[config.mk]
export PLATFORM = sky130hd
export DESIGN_NAME = cpu_restart_sequencer
export DESIGN_NICKNAME = d
export VERILOG_FILES = /design/src/rtl/cpu_restart_sequencer_pkg.sv /design/src/rtl/cpu_restart_sequencer_hb_edge_detect.sv /design/src/rtl/cpu_restart_sequencer.sv
export SDC_FILE = /design/constraint.sdc
export NUM_CORES = 1
export LEC_CHECK = 0
export BUFFER_PORTS_ARGS = -buffer_cell sky130_fd_sc_hd__buf_2
export CORE_UTILIZATION = 55
export CTS_CLUSTER_SIZE = 28
export DETAILED_ROUTE_END_ITERATION = 10
export GPL_TIMING_DRIVEN = 0
export PLACE_DENSITY_LB_ADDON = 0.12
export SYNTH_ARGS = -nofsm -noshare
export SYNTH_HDL_FRONTEND = slang
export SYNTH_SLANG_ARGS = --single-unit
[constraint.sdc]
create_clock -name clk -period 2.16 [get_ports clk]
set_input_delay 0.324 -clock clk [delete_from_list [all_inputs] [get_ports clk]]
set_output_delay 0.324 -clock clk [all_outputs]
set_load 0.01 [all_outputs]
[src/rtl/cpu_restart_sequencer_pkg.sv]
// Shared definitions for the CPU restart sequencer: state encoding,
// default timing constants and small state-classification helpers.
package cpu_restart_sequencer_pkg;

  typedef enum logic [2:0] {
    ST_IDLE    = 3'd0,
    ST_OFF     = 3'd1,
    ST_BOOT    = 3'd2,
    ST_CHECK   = 3'd3,
    ST_RELEASE = 3'd4,
    ST_DEAD    = 3'd5
  } seq_state_e;

  localparam int DEF_OFF_CYCLES   = 1000;
  localparam int DEF_BOOT_CYCLES  = 50000;
  localparam int DEF_CHECK_CYCLES = 10000;
  localparam int DEF_HB_EDGES     = 4;
  localparam int DEF_MAX_RETRY    = 3;
  localparam int DEF_CNT_W        = 32;

  // States in which the granted board is held under power override.
  function automatic logic is_overridden(seq_state_e s);
    return (s == ST_OFF) || (s == ST_BOOT) || (s == ST_CHECK);
  endfunction

  // States in which the granted board is commanded on.
  function automatic logic is_powered(seq_state_e s);
    return (s == ST_BOOT) || (s == ST_CHECK);
  endfunction

endpackage

[src/rtl/cpu_restart_sequencer_hb_edge_detect.sv]
// Heartbeat conditioning: 2-flop synchronizer followed by a third flop
// so a rising edge becomes a single-cycle pulse in the clk domain.
module hb_edge_detect (
  input  logic clk,
  input  logic rst_n,
  input  logic hb_async,
  output logic hb_rise
);

  // sync_q[0..1] form the synchronizer, sync_q[2] is the edge history.
  logic [2:0] sync_q;
  logic [2:0] sync_d;

  // Shift the raw heartbeat through the synchronizer chain.
  always_comb begin
    sync_d = {sync_q[1:0], hb_async};
  end

  // Synchronizer and edge-history flops.
  always_ff @(posedge clk or negedge rst_n) begin
    if (!rst_n) sync_q <= 3'b000;
    else        sync_q <= sync_d;
  end

  assign hb_rise = sync_q[1] & ~sync_q[2];

endmodule

[src/rtl/cpu_restart_sequencer.sv]
// Restart sequencer for two CPU boards sharing one power rail: power-off
// hold, power-on, boot grace, heartbeat check, bounded retries, with
// round-robin arbitration so only one board power-cycles at a time.
// Optional macro RESTART_IRQ_EN: when defined, irq pulses for one cycle
// on entry to RELEASE or DEAD; otherwise irq is tied low.
module cpu_restart_sequencer
  import cpu_restart_sequencer_pkg::*;
#(
  parameter int OFF_CYCLES   = DEF_OFF_CYCLES,
  parameter int BOOT_CYCLES  = DEF_BOOT_CYCLES,
  parameter int CHECK_CYCLES = DEF_CHECK_CYCLES,
  parameter int HB_EDGES     = DEF_HB_EDGES,
  parameter int MAX_RETRY    = DEF_MAX_RETRY,
  parameter int CNT_W        = DEF_CNT_W
) (
  input  logic       clk,
  input  logic       rst_n,
  input  logic       enable,
  input  logic       cpu_fail_a,
  input  logic       cpu_fail_b,
  input  logic       heartbeat_a,
  input  logic       heartbeat_b,
  output logic       force_power_control_a,
  output logic       force_power_control_b,
  output logic       cmd_power_on_a,
  output logic       cmd_power_on_b,
  output logic       busy,
  output logic       grant_b,
  output logic [1:0] retry_cnt,
  output logic       dead_a,
  output logic       dead_b,
  output logic       irq
);

  localparam int EDGE_W = $clog2(HB_EDGES + 1);
  localparam logic [CNT_W-1:0]  OFF_LAST   = CNT_W'(OFF_CYCLES - 1);
  localparam logic [CNT_W-1:0]  BOOT_LAST  = CNT_W'(BOOT_CYCLES - 1);
  localparam logic [CNT_W-1:0]  CHECK_LAST = CNT_W'(CHECK_CYCLES - 1);
  localparam logic [EDGE_W-1:0] EDGE_LAST  = EDGE_W'(HB_EDGES - 1);
  localparam logic [1:0]        RETRY_LAST = 2'(MAX_RETRY - 1);

  seq_state_e        state_q, state_d;
  logic [CNT_W-1:0]  phase_q, phase_d;
  logic [EDGE_W-1:0] edge_q, edge_d;
  logic              grant_b_q, grant_b_d;
  logic              rr_q, rr_d;
  logic              rel_block_q, rel_block_d;
  logic [1:0]        retry_q, retry_d;
  logic              dead_a_q, dead_a_d, dead_b_q, dead_b_d;
  logic              busy_q, busy_d;
  logic              force_a_q, force_a_d, force_b_q, force_b_d;
  logic              cmd_a_q, cmd_a_d, cmd_b_q, cmd_b_d;

  logic hb_rise_a, hb_rise_b, hb_rise_sel;
  logic req_a, req_b;

  hb_edge_detect u_hb_a (
    .clk      (clk),
    .rst_n    (rst_n),
    .hb_async (heartbeat_a),
    .hb_rise  (hb_rise_a)
  );

  hb_edge_detect u_hb_b (
    .clk      (clk),
    .rst_n    (rst_n),
    .hb_async (heartbeat_b),
    .hb_rise  (hb_rise_b)
  );

  // Next-state, counter and registered-output computation for the sequencer.
  always_comb begin
    state_d     = state_q;
    phase_d     = phase_q + 1'b1;
    edge_d      = edge_q;
    grant_b_d   = grant_b_q;
    rr_d        = rr_q;
    rel_block_d = 1'b0;
    retry_d     = retry_q;
    dead_a_d    = dead_a_q;
    dead_b_d    = dead_b_q;

    hb_rise_sel = grant_b_q ? hb_rise_b : hb_rise_a;
    // The side just released sits out the first idle cycle.
    req_a = cpu_fail_a & ~dead_a_q & enable & ~(rel_block_q & ~grant_b_q);
    req_b = cpu_fail_b & ~dead_b_q & enable & ~(rel_block_q &  grant_b_q);

    if (!enable && (state_q != ST_IDLE)) begin
      state_d = ST_IDLE;
      retry_d = 2'd0;
    end else begin
      unique case (state_q)
        ST_IDLE: begin
          if (req_a && req_b) begin
            grant_b_d = rr_q;
            rr_d      = ~rr_q;
            state_d   = ST_OFF;
          end else if (req_a) begin
            grant_b_d = 1'b0;
            state_d   = ST_OFF;
          end else if (req_b) begin
            grant_b_d = 1'b1;
            state_d   = ST_OFF;
          end
        end
        ST_OFF: begin
          if (phase_q == OFF_LAST) state_d = ST_BOOT;
        end
        ST_BOOT: begin
          if (phase_q == BOOT_LAST) state_d = ST_CHECK;
        end
        ST_CHECK: begin
          // A completed heartbeat count wins over a window expiring together.
          if (hb_rise_sel && (edge_q == EDGE_LAST)) begin
            state_d = ST_RELEASE;
            retry_d = 2'd0;
          end else if (phase_q == CHECK_LAST) begin
            if (retry_q == RETRY_LAST) begin
              state_d = ST_DEAD;
              if (grant_b_q) dead_b_d = 1'b1;
              else           dead_a_d = 1'b1;
            end else begin
              retry_d = retry_q + 2'd1;
              state_d = ST_OFF;
            end
          end else begin
            edge_d = edge_q + EDGE_W'(hb_rise_sel);
          end
        end
        ST_RELEASE: begin
          state_d     = ST_IDLE;
          rel_block_d = 1'b1;
        end
        ST_DEAD: begin
          state_d = ST_IDLE;
          retry_d = 2'd0;
        end
        default: state_d = ST_IDLE;
      endcase
    end

    if ((state_d != state_q) || (state_d == ST_IDLE)) begin
      phase_d = '0;
      edge_d  = '0;
    end

    // A dead board is held unpowered regardless of the sequence.
    busy_d    = (state_d != ST_IDLE);
    force_a_d = dead_a_d | (~grant_b_d & is_overridden(state_d));
    force_b_d = dead_b_d | ( grant_b_d & is_overridden(state_d));
    cmd_a_d   = ~dead_a_d & ~grant_b_d & is_powered(state_d);
    cmd_b_d   = ~dead_b_d &  grant_b_d & is_powered(state_d);
  end

  // Sequencer state, counters and registered outputs.
  always_ff @(posedge clk or negedge rst_n) begin
    if (!rst_n) begin
      state_q     <= ST_IDLE;
      phase_q     <= '0;
      edge_q      <= '0;
      grant_b_q   <= 1'b0;
      rr_q        <= 1'b0;
      rel_block_q <= 1'b0;
      retry_q     <= 2'd0;
      dead_a_q    <= 1'b0;
      dead_b_q    <= 1'b0;
      busy_q      <= 1'b0;
      force_a_q   <= 1'b0;
      force_b_q   <= 1'b0;
      cmd_a_q     <= 1'b0;
      cmd_b_q     <= 1'b0;
    end else begin
      state_q     <= state_d;
      phase_q     <= phase_d;
      edge_q      <= edge_d;
      grant_b_q   <= grant_b_d;
      rr_q        <= rr_d;
      rel_block_q <= rel_block_d;
      retry_q     <= retry_d;
      dead_a_q    <= dead_a_d;
      dead_b_q    <= dead_b_d;
      busy_q      <= busy_d;
      force_a_q   <= force_a_d;
      force_b_q   <= force_b_d;
      cmd_a_q     <= cmd_a_d;
      cmd_b_q     <= cmd_b_d;
    end
  end

  assign force_power_control_a = force_a_q;
  assign force_power_control_b = force_b_q;
  assign cmd_power_on_a        = cmd_a_q;
  assign cmd_power_on_b        = cmd_b_q;
  assign busy                  = busy_q;
  assign grant_b               = grant_b_q;
  assign retry_cnt             = retry_q;
  assign dead_a                = dead_a_q;
  assign dead_b                = dead_b_q;

`ifdef RESTART_IRQ_EN
  logic irq_q, irq_d;

  // RELEASE and DEAD never self-loop, so being next-state marks entry.
  always_comb begin
    irq_d = (state_d == ST_RELEASE) || (state_d == ST_DEAD);
  end

  // Completion interrupt pulse register.
  always_ff @(posedge clk or negedge rst_n) begin
    if (!rst_n) irq_q <= 1'b0;
    else        irq_q <= irq_d;
  end

  assign irq = irq_q;
`else
  assign irq = 1'b0;
`endif

endmodule
# --- Word level (Yosys, flattened, before mapping) ---
# Index checks and enable logic that the tools add are counted.
word_totals:
  mem_count: 0
  latch_bits: 0
  romBits: 0
  mem_bits_rw: 0
  out_inout_bits: 11
  in_bits: 7
  ff_bits: 56
op_classes:
  multipliers: 0
  div: 0
  add_sub_neg: 3
  n_eq_ne: 19
  bitwise: 30
  reduce_logical: 17
  n_shift: 0
  mux: 41
  n_lt_le_gt_ge: 0
op_table:
  columns: ["op", "count"]
  rows:
  - ["3-bit two-way mux", 14]
  - ["32-bit by 1-bit adder with 32-bit output (second input constant)", 1]
  - ["32-bit by 10-bit == test with 1-bit output (second input constant)", 1]
  - ["32-bit by 14-bit == test with 1-bit output (second input constant)", 1]
  - ["32-bit by 16-bit == test with 1-bit output (second input constant)", 1]
  - ["32-bit two-way mux", 1]
  - ["1-bit two-way mux", 20]
  - ["1-bit AND", 16]
  - ["3-bit by 2-bit == test with 1-bit output (second input constant)", 5]
  - ["1-bit NOT", 12]
  - ["3-bit one-hot mux with 4 select lines", 1]
  - ["3-bit nonzero test", 3]
  - ["2-bit two-way mux", 4]
  - ["4-bit inequality test (second input constant)", 2]
  - ["3-bit by 1-bit == test with 1-bit output (second input constant)", 2]
  - ["3-bit == test (second input constant)", 2]
  - ["3-bit zero test", 2]
  - ["2-bit by 1-bit inequality test with 1-bit output (second input constant)", 3]
  - ["3-bit AND reduction", 2]
  - ["1-bit logical OR", 4]
  - ["2-bit one-hot mux with 2 select lines", 1]
  - ["4-bit AND reduction", 1]
  - ["3-bit by 1-bit adder with 3-bit output", 1]
  - ["1-bit logical AND", 3]
  - ["other kinds (6)", 7]

# --- Logic depth before layout (Yosys ltp) ---
# Gate-level depths: netlist (run 1).
logic_depth:
  word_depth: 14
  mapped_depth: 9

# --- Modules after synthesis ---
# Synthesis (run 1) repeated with hierarchy kept, for this count alone.
unflattened:
  cells_unflattened: 285
  area_unflattened_um2: 2900.3
by_module_without_submodules:
  columns: ["module", "seq_area_each_um2", "instances", "cells_per_inst", "area_per_inst_um2"]
  rows:
  - ["cpu_restart_sequencer", 1251.2, 1, 277, 2722.6]
  - ["hb_edge_detect", 75.1, 2, 4, 88.8]

# --- Worst setup path before layout (run 1) ---
# OpenSTA, ideal clock, no wires.
synth_timing:
  kind: "register to register"
  start: "reg grant_b_q, in the netlist grant_b"
  end: "reg phase_q[14]"
  path_slack_ns: -0.110
  setup_ns: 0.069
  t_required_ns: 2.091
  path_stages_with_launch: 9
  arrival_ns: 2.200
  synth_period_minus_slack_ns: 2.270
  n_path_buf: 2
  path_cell_list: "dfrtp_1 > or3b_4 > a211oi_4 > a2bb2oi_2 > o211ai_2 > o311a_1 > buf_6 > buf_12 > nor2_4"
synth_via:
  elab_chain_cells: 11
  elab_cells_between_ends: 20
  classes_between: "1 x eq/ne; 8 x mux; 7 x bitwise; 4 x reduce/logical"
synth_lines:
  columns: ["element", "line_no", "rtl"]
  rows:
  - ["start, declared", "cpu_restart_sequencer.sv:45", "logic grant_b_q, grant_b_d;"]
  - ["start signal, assigned", "cpu_restart_sequencer.sv:176", "grant_b_q <= grant_b_d;"]
  - ["1-bit AND or 1-bit NOT (tied branches)", "cpu_restart_sequencer.sv:86, cpu_restart_sequencer.sv:85", null]
  - ["1-bit NOT or 1-bit AND (tied branches)", "cpu_restart_sequencer.sv:86, cpu_restart_sequencer.sv:85", null]
  - ["1-bit AND or 1-bit NOT (tied branches)", "cpu_restart_sequencer.sv:86, cpu_restart_sequencer.sv:85", null]
  - ["3-bit two-way mux or 1-bit AND (tied branches)", "cpu_restart_sequencer.sv:101, cpu_restart_sequencer.sv:85", null]
  - ["3-bit two-way mux or 1-bit logical AND (tied branches)", "cpu_restart_sequencer.sv:98, cpu_restart_sequencer.sv:94", null]
  - ["3-bit two-way mux", "cpu_restart_sequencer.sv:94", "if (req_a && req_b) begin"]
  - ["3-bit one-hot mux with 4 select lines (*)", "cpu_restart_sequencer.sv:92", "unique case (state_q)"]
  - ["3-bit two-way mux (*)", "cpu_restart_sequencer.sv:88", "if (!enable && (state_q != ST_IDLE)) begin"]
  - ["3-bit inequality test or 3-bit zero test (tied branches)", "cpu_restart_sequencer.sv:142", "if ((state_d != state_q) || (state_d == ST_IDLE)) begin"]
  - ["1-bit logical OR (*)", "cpu_restart_sequencer.sv:142", null]
  - ["32-bit two-way mux (*)", "cpu_restart_sequencer.sv:142", null]
  - ["net phase_d[14]", "cpu_restart_sequencer.sv:43", "logic [CNT_W-1:0] phase_q, phase_d;"]
  - ["end signal, assigned", "cpu_restart_sequencer.sv:174", "phase_q <= phase_d;"]
  - ["end, declared", "cpu_restart_sequencer.sv:43", null]
# The timed path passes the listed nets; every way through them passes the cells marked *.
# A chain may end at the register's enable or synchronous reset.

# --- Worst setup path after layout (run 1) ---
layout_timing:
  start: "reg phase_q[0]"
  end: "reg phase_q[6]"
layout_via:
  elab_chain_cells: 8
  elab_cells_between_ends: 14
  classes_between: "1 x add/sub; 4 x eq/ne; 7 x mux; 2 x reduce/logical"
layout_lines:
  columns: ["element", "line_no", "rtl"]
  rows:
  - ["32-bit by 14-bit == test with 1-bit output", "cpu_restart_sequencer.sv:117", "end else if (phase_q == CHECK_LAST) begin"]
  - ["3-bit two-way mux", "cpu_restart_sequencer.sv:117", null]
  - ["3-bit two-way mux", "cpu_restart_sequencer.sv:114", "if (hb_rise_sel && (edge_q == EDGE_LAST)) begin"]
  - ["3-bit one-hot mux with 4 select lines", "cpu_restart_sequencer.sv:92", null]
  - ["3-bit two-way mux", "cpu_restart_sequencer.sv:88", null]
  - ["3-bit inequality test or 3-bit zero test (tied branches)", "cpu_restart_sequencer.sv:142", null]
  - ["1-bit logical OR", "cpu_restart_sequencer.sv:142", null]
  - ["32-bit two-way mux (*)", "cpu_restart_sequencer.sv:142", null]
  - ["net phase_d[6]", "cpu_restart_sequencer.sv:43", null]
# Marked as above.

==> impl_metrics.env, run 1 <==
export IMPL_synth_cells=279
export IMPL_pre_cts_ws_ns=-0.485
export IMPL_syn_area_um2=3040
export IMPL_cts_buffer_depth=2
export IMPL_final_cell_mix="dfrtp_1, nor2_4, buf_4, nand2_1, xor2_1"
export IMPL_cts_sinks=56
export IMPL_htree_levels=2
export IMPL_fin_nets=348
export IMPL_grt_antenna_before_repair=0
export IMPL_p_seq_frac=0.525
export IMPL_period_needed_ns=2.25
export IMPL_critPathMaxFanout=3
export IMPL_ys_seq_area_frac=0.461
export IMPL_cts_root_buffer="clkbuf_8"
export IMPL_irDropWorstVdd_v=0.000437
export IMPL_final_common_cell="dfrtp_1"
export IMPL_rsz0062_at_grt="true"
export IMPL_dr_total_vias=2238
export IMPL_start_kind="flip-flop"
export IMPL_p_sw_frac=0.255
export IMPL_diodes=0
export IMPL_p_int_uw=1590
export IMPL_gp_congestion=0.737
export IMPL_grt_pass1_vias=2169
export IMPL_io_buffer_count=16
export IMPL_slew_headroom=0.543
export IMPL_drive_above_1_share=0.405
export IMPL_grt_start_max_net_pins=57
export IMPL_drt_initial_drc_count=184
export IMPL_p_switching_uw=543
export IMPL_r2r_start="phase_q[0]"
export IMPL_synthFlopType="dfrtp_1"
export IMPL_async_flop_share=1.00
export IMPL_worst_slew_pin_slew_ns=0.686
export IMPL_routedWlPerCell_um=16.0
export IMPL_powerDensity_nw_per_um2=544
export IMPL_clk_pin_slew_worst_paths_ns=0.10
export IMPL_die_area_um2=5830
export IMPL_synth_edf_count=0
export IMPL_hold_viol=0
export IMPL_avgViaCountPerCell=5.49
export IMPL_antenna_violating_nets_post_route=0
export IMPL_synth_cell_types=49
export IMPL_violations="negative setup slack"
export IMPL_remaining_drc_errors=0
export IMPL_hp_class="in -> async"
export IMPL_leakage_uw=0.00163
export IMPL_cts_tree="yes"
export IMPL_synth_top_cell_by_area="dfrtp_1"
export IMPL_synth_top_cell_area_share=0.461
export IMPL_final_max_slew_viol_count=0
export IMPL_max_cap_viol_count=0
export IMPL_crit_path_start="phase_q[0]"
export IMPL_crit_arrival_ns=2.46
export IMPL_synth_area_leaders="dfrtp_1, nor2_4, xor2_1, nand2_1, xnor2_1"
export IMPL_avgSynthCellArea_um2=10.9
export IMPL_placed_cell_area_um2=3210
export IMPL_comb_power_share=0.154
export IMPL_setup_viol=36
export IMPL_outcome="finished with violations"
export IMPL_clk_latency_ns=0.32
export IMPL_worst_clock_skew_ns=0.00740
export IMPL_synth_nets=290
export IMPL_fp_dieW_um=76.3
export IMPL_clkPwrFrac=0.321
export IMPL_n_fill_cell=345
export IMPL_max_freq_ghz=0.444
export IMPL_grt_ovfl_total=0
export IMPL_area_growth_pct=28.9
export IMPL_yosys_warnings=0
export IMPL_required_ns=2.37
export IMPL_wl_mm=6.55
export IMPL_cts_buffers=5
export IMPL_die_h_um=76.3
export IMPL_setup_slack_ns=-0.0916
export IMPL_worstSetupPathType="reg -> reg"
export IMPL_drt_pass1_iterations=4
export IMPL_final_area_um2=3920
export IMPL_synth_seq_cells=56
export IMPL_dp_hpwl_mm=3.70
export IMPL_core_area_um2=5200
export IMPL_grt_pass1_wl_mm=10.3
export IMPL_rows=26
export IMPL_start_util=0.584
export IMPL_track_usage=0.227
export IMPL_finalCritPeriodShare=1.04
export IMPL_crit_path_end_kind="flip-flop"
export IMPL_ios=18
## per-layer routing
metal / vias up / GRT usage / share of wire
met3: 17 / 0.0383 / 0.028
met1: 1108 / 0.314 / 0.46
met5: - / 0 / 0
met4: 0 / 0.0827 / 0.025
met2: 38 / 0.359 / 0.49
li1: 1075 / - / -
## what timing repair did
| action | in CTS | in global routing |
|---|---|---|
| setup endpoints to repair | 44 | 44 |
| resized for setup | 22 | 34 |
| hold buffers | 0 | 0 |
| pin swaps | 7 | 53 |
| buffers inserted | 22 | 10 |
| gates cloned | 2 | 2 |
## synthesized netlist by cell type (2+ instances only)
cell      instances
clkbuf_1          3
and3_1            8
nand3b_1          3
nor2_1           16
o31ai_1           3
nand4_1           9
a21oi_1           4
inv_1             8
nand3_1          11
nor2_4           29
nand2_1          25
nand2b_1          5
and4_1            5
ha_1              4
and2_1            4
nor2b_1           6
xor2_1           21
buf_12            3
o21ai_0           6
nor3_1            6
nor4b_1           2
dfrtp_1          56
or3_1             2
xnor2_1          10
mux2_2            2
nor4_1            5
## cells by family (layout without fill, tap and decap cells)
logic type,Yosys count,count (layout),synth area share
adder cells (fa/ha/maj),4,4,0.0165
flip-flops,56,56,0.461
AND/OR/NAND/NOR,144,144,0.320
buffers and inverters,16,75,0.0395
AO/OA/AOI/OAI,25,25,0.0651
XOR/XNOR,31,31,0.0893
other,1,1,0.00123
multiplexers,2,2,0.00741
## layout make-up
cell class | instances | area [um^2] | area share
buffer | 8 | 108 | 0.0275
clock inverter | 2 | 35.0 | 0.00894
sequential | 56 | 1410 | 0.359
tap | 70 | 87.6 | 0.0224
timing repair buffer | 51 | 432 | 0.110
clock buffer | 6 | 72.6 | 0.0185
multi-input combinational | 207 | 1750 | 0.446
inverter | 8 | 30.0 | 0.00767
## worst paths after layout
kind,to,slack (ns),depth (start not counted)
min reg2reg,u_hb_b.sync_q[1],0.36,0
max in group asynchronous,phase_q[4],1.62,1
max,phase_q[6],-0.09,14
max reg2reg,phase_q[6],-0.09,14
min,phase_q[18],0.05,1
min in group clk,u_hb_a.sync_q[0],0.11,1
## critical path: stages, from the launching register on
cell and delay, ns:
dfrtp_1 0.43, ha_4 0.17, nand3_2 0.10, buf_4 0.16
buf_4 0.12, buf_4 0.13, buf_4 0.12, buf_4 0.12
buf_4 0.12, buf_4 0.12, buf_4 0.11, buf_4 0.13
nor2_4 0.11, xnor2_2 0.14, nor2_4 0.05
## power by group through the flow
stage	combinational (uW)	sequential (uW)	clock, uW
final	329	1120	683
after global placement	251	1140	0
after CTS	301	1120	690
after global routing	364	1130	739
after detailed placement	257	1150	0
after floorplan	159	1160	0
## state kept, by name, summed over array words and instances (netlist names), 2 cells and up
name and cells:
u_hb_a.sync_q 3, state_q 3, phase_q 32, u_hb_b.sync_q 3, edge_q 3, retry_cnt 2
## metrics by stage
stage	hold slack (ns)	util	TNS, ns	total power (uW)	cells
6_report	0.0468	0.753	-2.06	2130	408
5_1_grt	0.0943	0.753	-7.03	2230	408
4_1_cts	0.105	0.699	-2.43	2110	397
3_5_place_dp	0.340	0.616	-17.62	1400	365
3_3_place_gp	0.332	0.616	-18.18	1390	365
2_1_floorplan	0.0284	-	0	1310	279
Power figures use the tool's default switching activity.
==> run 2, diff against run 1 <==
SKIP_LAST_GASP = 1   (was default)
==> run 2 against run 1 <==
- the run still ends with negative setup slack left
- flip-flop and latch count did not move
- first-iteration DRC count fell by 14%
- register-to-register slack barely moved
- clock power barely moved
- non-clock buffer count did not move
- cell count did not move
- clock skew fell by 0.0012 ns
- count of clock-buffer cells in the layout did not move
- critical endpoint unchanged
- largest cell class unchanged
==> impl_metrics.env, run 2 (synthesis results as in run 1) <==
export IMPL_outcome="finished with violations"
export IMPL_violations="negative setup slack"
export IMPL_setup_slack_ns=-0.0941
export IMPL_final_common_cell="dfrtp_1"
export IMPL_fin_nets=348
export IMPL_p_seq_frac=0.525
export IMPL_fin_cells=408
export IMPL_hold_viol=0
export IMPL_top_register="phase_q"
export IMPL_cts_sinks=56
export IMPL_critPathMaxFanout=3
export IMPL_max_cap_viol_count=0
export IMPL_clk_latency_ns=0.32
export IMPL_io_buffer_count=16
export IMPL_worstSetupPathType="reg -> reg"
export IMPL_grt_pass1_vias=2169
export IMPL_period_needed_ns=2.25
export IMPL_fp_dieW_um=76.3
export IMPL_gp_congestion=0.737
export IMPL_grt_ovfl_total=0
export IMPL_max_freq_ghz=0.444
export IMPL_die_h_um=76.3
export IMPL_worst_clock_skew_ns=0.00621
export IMPL_setup_viol=36
export IMPL_final_max_slew_viol_count=0
export IMPL_regArea_um2=1410
export IMPL_finalCritPeriodShare=1.04
export IMPL_hp_class="in -> async"
export IMPL_htree_levels=2
export IMPL_dp_hpwl_mm=3.70
export IMPL_remaining_drc_errors=0
export IMPL_leakage_uw=0.00163
export IMPL_wl_mm=6.55
export IMPL_dp_cells=365
export IMPL_track_usage=0.227
export IMPL_final_cell_mix="dfrtp_1, nor2_4, buf_4, nand2_1, xor2_1"
export IMPL_crit_path_end_kind="flip-flop"
export IMPL_drt_pass1_iterations=4
export IMPL_clkPwrFrac=0.321
export IMPL_slew_headroom=0.541
export IMPL_n_fill_cell=345
export IMPL_grt_pass1_wl_mm=10.3
export IMPL_r2r_start="phase_q[0]"
export IMPL_drt_initial_drc_count=158
export IMPL_required_ns=2.37
export IMPL_p_sw_frac=0.256
export IMPL_powerDensity_nw_per_um2=545
export IMPL_hold_buffers=0
export IMPL_start_kind="flip-flop"
export IMPL_ios=18
export IMPL_worst_slew_pin_slew_ns=0.688
export IMPL_reg2reg_depth=14
export IMPL_p_int_uw=1590
export IMPL_clk_pin_slew_worst_paths_ns=0.10
export IMPL_cts_buffer_depth=2
export IMPL_cts_root_buffer="clkbuf_8"
export IMPL_cts_tree="yes"
export IMPL_core_area_um2=5200
export IMPL_start_util=0.584
export IMPL_p_switching_uw=545
export IMPL_drive_above_1_share=0.405
export IMPL_diodes=0
export IMPL_multiInputGateArea_um2=1750
export IMPL_crit_arrival_ns=2.46
export IMPL_crit_path_start="phase_q[0]"
export IMPL_area_growth_pct=28.9
export IMPL_dr_total_vias=2265
export IMPL_hold_ws_ns=0.0497
export IMPL_avgViaCountPerCell=5.55
export IMPL_cts_buffers=5
export IMPL_grt_antenna_before_repair=0
export IMPL_largest_reg_flops=32
export IMPL_irDropWorstVdd_v=0.000437
export IMPL_routedWlPerCell_um=16.1
export IMPL_rsz0062_at_grt="true"
export IMPL_die_area_um2=5830
export IMPL_antenna_violating_nets_post_route=0
export IMPL_grt_start_max_net_pins=57
export IMPL_comb_power_share=0.154
export IMPL_rows=26
run 2: power groups by stage:
stage	clock (uW)	sequential, uW	combinational [uW]
2_1_floorplan	0	1160	159
3_3_place_gp	0	1140	251
3_5_place_dp	0	1150	257
4_1_cts	690	1120	301
5_1_grt	739	1130	364
6_report	684	1120	330
run 2: metal layers:
layer  routed length (um)  share of wire  track usage  vias up
li1                     -              -            -     1076
met1                 2950           0.45        0.314     1129
met2                 3250           0.50        0.359       45
met3                  213          0.033       0.0383       15
met4                  146          0.022       0.0827        0
met5                    0              0            0        -
run 2: per-stage QoR:
step                instance area (um^2)  TNS, ns  total power (uW)  setup slack [ns]  utilization
floorplan                           3040        0              1310          0.000481            -
global placement                    3210   -18.18              1390            -0.495        0.616
detailed placement                  3210   -17.62              1400            -0.485        0.616
CTS                                 3640    -2.43              2110            -0.101        0.699
global route                        3920    -6.73              2230            -0.215        0.753
finish                              3920    -2.14              2130           -0.0941        0.753
run 2: final cells by class:
cell class,instances,share of cell area
buffer,8,0.0275
clock buffer,6,0.0185
clock inverter,2,0.00894
inverter,8,0.00767
multi-input combinational,207,0.446
sequential,56,0.359
tap,70,0.0224
timing repair buffer,51,0.110
run 2: worst max-delay path, stage by stage, from the launching register on:
cell and delay, ns:
dfrtp_1 0.43, ha_4 0.17, nand3_2 0.10, buf_4 0.16, buf_4 0.12, buf_4 0.13
buf_4 0.12, buf_4 0.12, buf_4 0.12, buf_4 0.12, buf_4 0.11, buf_4 0.13
nor2_4 0.11, xnor2_2 0.14, nor2_4 0.05
run 2: worst paths after layout:
kind | endpoint | slack, ns
max in group asynchronous | phase_q[4] | 1.62
min in group clk | u_hb_a.sync_q[0] | 0.11
hold / removal | phase_q[18] | 0.05
setup reg to reg | phase_q[6] | -0.09
setup / recovery | phase_q[6] | -0.09
hold reg to reg | u_hb_b.sync_q[1] | 0.36
run 2: what timing repair did:
| item | CTS | global route |
|---|---|---|
| cloned | 2 | 2 |
| endpoints found under the hold margin | 0 | 0 |
| endpoints found under the setup margin | 44 | 44 |
| resized for setup | 22 | 34 |
| pin swaps | 7 | 51 |
| setup buffers | 22 | 10 |
